**src/rtl/row_frame_server.sv**
```systemverilog
// Row-request responder: packs a raster pixel stream into row words, buffers
// one frame of rows, and serves the row selected by the requested index.
module row_frame_server #(
  parameter int PIX_W    = 8,
  parameter int ROW_PIX  = 15,
  parameter int NUM_ROWS = 15,
  parameter int REQ_W    = 64
) (
  input  logic                     clk,
  input  logic                     rst,
  input  logic                     pix_valid_i,
  input  logic [PIX_W-1:0]         pix_data_i,
  output logic                     pix_ready_o,
  input  logic                     frame_clear_i,
  input  logic [REQ_W-1:0]         req_row_i,
  output logic [PIX_W*ROW_PIX-1:0] in_row_o,
  output logic                     row_valid_o,
  output logic [4:0]               rows_loaded_o,
  output logic                     frame_done_o
);

  localparam int ROW_W = PIX_W * ROW_PIX;
  localparam int COL_W = $clog2(ROW_PIX);
  localparam int IDX_W = $clog2(NUM_ROWS);

  typedef enum logic {LOAD, FULL} state_e;

  state_e              state_q, state_d;
  logic [COL_W-1:0]    col_cnt_q, col_cnt_d;
  logic [4:0]          rows_loaded_q, rows_loaded_d;
  logic [PIX_W-1:0]    pack_q [ROW_PIX-1];
  logic [ROW_W-1:0]    mem_q  [NUM_ROWS];
  logic [ROW_W-1:0]    in_row_q;
  logic                row_valid_q;

  logic                beat;
  logic                last_col;
  logic                commit;
  logic                req_hit;
  logic [ROW_W-1:0]    row_word;

  // Clear takes priority over a coincident beat, so the pixel is dropped.
  assign beat     = pix_valid_i && (state_q == LOAD) && !frame_clear_i;
  assign last_col = (col_cnt_q == COL_W'(ROW_PIX - 1));
  assign commit   = beat && last_col;
  assign req_hit  = (req_row_i < REQ_W'(rows_loaded_q));

  // The last pixel of a row bypasses the pack register straight into memory.
  always_comb begin
    row_word = '0;
    for (int c = 0; c < ROW_PIX - 1; c++) begin
      row_word[c*PIX_W +: PIX_W] = pack_q[c];
    end
    row_word[ROW_W-1 -: PIX_W] = pix_data_i;
  end

  // NOTE: every signal driven here gets a default first so no latch is inferred.
  always_comb begin
    state_d       = state_q;
    col_cnt_d     = col_cnt_q;
    rows_loaded_d = rows_loaded_q;
    if (frame_clear_i) begin
      state_d       = LOAD;
      col_cnt_d     = '0;
      rows_loaded_d = '0;
    end else begin
      case (state_q)
        LOAD: begin
          if (beat) begin
            if (last_col) begin
              col_cnt_d     = '0;
              rows_loaded_d = rows_loaded_q + 5'd1;
              if (rows_loaded_q == 5'(NUM_ROWS - 1)) state_d = FULL;
            end else begin
              col_cnt_d = col_cnt_q + COL_W'(1);
            end
          end
        end
        FULL: ;
      endcase
    end
  end

  // NOTE: sequential state uses non-blocking assignments so all registers update together.
  always_ff @(posedge clk or posedge rst) begin
    if (rst) begin
      state_q       <= LOAD;
      col_cnt_q     <= '0;
      rows_loaded_q <= '0;
    end else begin
      state_q       <= state_d;
      col_cnt_q     <= col_cnt_d;
      rows_loaded_q <= rows_loaded_d;
    end
  end

  // NOTE: pack and row storage are not reset; rows_loaded gates every read instead.
  always_ff @(posedge clk) begin
    if (beat && !last_col) pack_q[col_cnt_q] <= pix_data_i;
    if (commit) mem_q[rows_loaded_q[IDX_W-1:0]] <= row_word;
  end

  // Read compares against rows_loaded before any same-cycle commit.
  always_ff @(posedge clk or posedge rst) begin
    if (rst) begin
      in_row_q    <= '0;
      row_valid_q <= 1'b0;
    end else begin
      in_row_q    <= req_hit ? mem_q[req_row_i[IDX_W-1:0]] : '0;
      row_valid_q <= req_hit;
    end
  end

  assign pix_ready_o   = (state_q == LOAD) && !rst;
  assign frame_done_o  = (state_q == FULL);
  assign rows_loaded_o = rows_loaded_q;
  assign in_row_o      = in_row_q;
  assign row_valid_o   = row_valid_q;

endmodule

```
**config.mk**
```make
export PLATFORM = sky130hd
export DESIGN_NAME = row_frame_server
export DESIGN_NICKNAME = d
export VERILOG_FILES = /design/src/rtl/row_frame_server.sv
export SDC_FILE = /design/constraint.sdc
export NUM_CORES = 2
export LEC_CHECK = 0
export CORE_ASPECT_RATIO = 0.75
export CORE_MARGIN = 8
export CORE_UTILIZATION = 52
export DETAILED_ROUTE_END_ITERATION = 7
export MAX_ROUTING_LAYER = met4
export PLACE_DENSITY = 0.69
export SYNTH_ARGS = -nofsm -noshare
export SYNTH_HDL_FRONTEND = slang
export SYNTH_SLANG_ARGS = --single-unit
```
**constraint.sdc**
```tcl
create_clock -name clk -period 25.7 [get_ports clk]
set_clock_uncertainty 0.1 [all_clocks]
set_input_delay 2.57 -clock clk [delete_from_list [all_inputs] [get_ports clk]]
set_output_delay 2.57 -clock clk [all_outputs]
set_load 0.01 [all_outputs]
```
==> run metrics <==
CTS Buf Count=181; post-detailed-routing wire length=173400 µm; Main synth FF type=sky130_fd_sc_hd__edfxtp_1; slew at the pin closest to its max-slew limit=between 1000 and 1500 ps; # resized after CTS=0; final routed wire length divided by cell count=29.06 µm; CP endpoint kind=flop; cell types occupying the most area after synthesis=sky130_fd_sc_hd__edfxtp_1 75%, sky130_fd_sc_hd__mux4_2 11%, sky130_fd_sc_hd__dfrtp_1 4.3%; proportion of register bits with asynchronous set or reset after synthesis=under 10%; DIE HEIGHT=348.9 µm; Fmax achieved=0.1555 GHz; total nets after synthesis=3669; number of enable-type register cells in the synthesized netlist=approximately 1900; post-place setup slack=about 18000 ps; number of filler cells placed in the layout=10440; Maximum Capacitance Violations=0; Area growth, synth to finish=12.59%; site row count=about 120; port bufs=just over 200; First-pass DRT Iterations=5; relative slew slack=19.75%; least setup slack across all paths after layout=19270 ps; WP data required=26010 ps; buffers inserted by post-CTS timing repair=0; cells after synthesis=3585; Worst-Skew Late Latency=800 ps; final critical-path share of the clock period=25.02%; global-route wire length before repair=255100 µm; placed inst area=80730 µm²; mean area per synthesized cell=21.43 µm²; CTS Buffer Depth=3; library cell used as clock root buffer=sky130_fd_sc_hd__clkbuf_16; proportion of layout cells with a drive suffix above 1=between 15 and 20%; P per Cell Area=74.80 nW/µm²; number of remaining DRC errors=0; maximum number of pins on one net before global-route repair=162; portion of the post-synthesis area used by sequential elements=around four fifths; worst hold path class=reg -> reg; cell taking the most area after synthesis=sky130_fd_sc_hd__edfxtp_1; largest fanout on the critical path=52; Std-Cell Core Area=147200 µm²; detailed placer's ending HPWL=88890 µm; depth of the CTS H-tree=4; final number of hold-violating endpoints=0; boundary pin count=204; count of final max-slew check failures=0; summed negative setup slack over all endpoints=0 ps; Sink Count=a little over 2000; Max IR drop VDD=0.00005656 V; overall track demand over capacity in global routing=22.10%; number of setup violations in the final report=0; number of nets in the finished design=3905; non-filler cells in the finished layout=5968; GP Congestion=0.7481; setup repair after global routing missed its margin=no; hold buffer count at CTS=0; Fin Hold WS=476.6 ps; Congestion Overflow GR=0; number of design-rule violations left by the first detailed-router iteration=4470; run status=completed; vias per cell=6.133; number of library cell types mapped by synthesis=43; effective utilization at floorplan=52.22%; Post-Syn Area=76840 µm²; number of antenna violations at the first check in global routing=10; clock period minus final worst setup slack=about 6400 ps; total number of vias=around 37000; synthesis warning total=0; total instance count after detailed placement=5622; critical path startpoint category=input pin; data arrival time of the worst path=6750 ps; die area=around 160000 µm²; LEAKAGE=27.70 nW; flops & latches, synth=2043; register clock-pin slew on the reported worst setup and hold paths=about 60 ps; width of the die=459.9 µm; critical path class=in -> reg; top-area cell type share of the netlist area=74.72%; via count of the first global-routing pass=37280; final design area excluding fillers=86520 µm²; DRT antenna net count=0; clock tree from TritonCTS=built
-- path summary, 6_finish.rpt --
kind	start	endpoint	slack [ps]	cells after the start
max in group asynchronous	rst	in_row_o[46]	22130	3
max	frame_clear_i	mem_q[1][111]	19270	7
min in group asynchronous	rst	in_row_o[88]	2110	2
max reg2reg	frame_done_o	mem_q[1][111]	20980	6
min	rows_loaded_o[4]	rows_loaded_o[4]	480	2
min reg2reg	rows_loaded_o[4]	rows_loaded_o[4]	480	2
-- cells in the mapped netlist (all sizes together) (3+ instances only) --
master,number
edfxtp,1912
a21oi,6
mux4,360
o22ai,120
o21ai,7
nand2,7
and3,120
buf,147
nand2b,244
inv,10
nand3,3
nor3,6
ha,8
a31oi,121
dfrtp,131
and2,13
nor4,21
o211ai,121
nor2,16
clkbuf,71
nand4,3
or3,3
mux2,120
-- final cells by class --
cell class	instances	area (µm²)	area share (%)
clock buffer	231	4893	5.656
timing repair buffer	271	2569	2.969
multi-input combinational	1314	14940	17.27
tap	1984	2482	2.869
inverter	10	42.54	0.04917
clock inverter	106	879.6	1.017
antenna	9	22.52	0.02603
sequential	2043	60690	70.15
-- through the flow --
| stage | utilization (%) | total power [mW] |
|---|---|---|
| 5_1_grt | 58.79 | 6.652 |
| 3_5_place_dp | 54.86 | 3.892 |
| 2_1_floorplan | - | 3.819 |
| 4_1_cts | 58.78 | 6.516 |
| 3_3_place_gp | 54.86 | 3.890 |
| 6_report | 58.80 | 6.472 |
-- sequential cells by signal, indices dropped and copies added (netlist names) --
| register | flops |
|---|---|
| in_row_o | 120 |
| frame_done_o | 1 |
| rows_loaded_o | 5 |
| mem_q | 1800 |
| col_cnt_q | 4 |
| row_valid_o | 1 |
| pack_q | 112 |
-- layer usage --
metal	vias to the layer above	global-route usage, %	part of all wire [%]
li1	15330	-	-
met1	19460	30.90	42
met2	1551	33.92	48
met3	259	3.872	8.0
met4	0	6.490	2.5
met5	-	-	0
-- placed cells by master (no fill, tap or decap), types with 5 or more instances in the layout --
master and n:
sky130_fd_sc_hd__o22ai_1 120, sky130_fd_sc_hd__edfxtp_1 1912, sky130_fd_sc_hd__and3_1 120, sky130_fd_sc_hd__bufinv_16 12, sky130_fd_sc_hd__buf_2 8, sky130_fd_sc_hd__o211ai_1 121
sky130_fd_sc_hd__clkinvlp_4 8, sky130_fd_sc_hd__inv_6 7, sky130_fd_sc_hd__nand2b_1 243, sky130_fd_sc_hd__diode_2 9, sky130_fd_sc_hd__dfrtp_1 131, sky130_fd_sc_hd__nor2_1 14
sky130_fd_sc_hd__a31oi_1 121, sky130_fd_sc_hd__mux4_2 360, sky130_fd_sc_hd__mux2_2 45, sky130_fd_sc_hd__nor3_1 5, sky130_fd_sc_hd__o21ai_0 6, sky130_fd_sc_hd__and2_4 12
sky130_fd_sc_hd__nor4_1 16, sky130_fd_sc_hd__mux2_1 75, sky130_fd_sc_hd__buf_4 64, sky130_fd_sc_hd__clkinv_1 40, sky130_fd_sc_hd__inv_1 9, sky130_fd_sc_hd__clkinv_2 34
sky130_fd_sc_hd__clkbuf_1 38, sky130_fd_sc_hd__clkbuf_8 7, sky130_fd_sc_hd__a21oi_1 6, sky130_fd_sc_hd__clkdlybuf4s50_1 191, sky130_fd_sc_hd__clkbuf_16 186, sky130_fd_sc_hd__nand2_1 7
sky130_fd_sc_hd__ha_1 8
-- critical path, cell delays in order --
cell and delay, ps:
sky130_fd_sc_hd__clkdlybuf4s50_1 570, sky130_fd_sc_hd__or3b_1 570, sky130_fd_sc_hd__nand2b_1 330, sky130_fd_sc_hd__nor3_1 330, sky130_fd_sc_hd__and2_4 500, sky130_fd_sc_hd__buf_4 830
sky130_fd_sc_hd__buf_4 850
-- kinds of logic (layout without fill, tap and decap cells) --
family                     Yosys count  in the layout  synth area share [%]
DFF                               2043           2043                 78.98
AOI/OAI and AO/OA                  377            377                 3.258
adders and majority gates            8              8                0.1303
muxes                              482            482                 12.34
buffers and inverters              228            618                 1.708
and+or+nand+nor                    447            447                 3.585
other                                0              9                     0
-- power by group --
group | switching, mW | leakage, nW | internal [mW]
Clock | 1.18 | 2.82 | 1.47
Sequential | 0.00508 | 19.0 | 3.60
Combinational | 0.128 | 5.87 | 0.0904
Total | 1.32 | 27.7 | 5.16
Power figures use the tool's default switching activity.
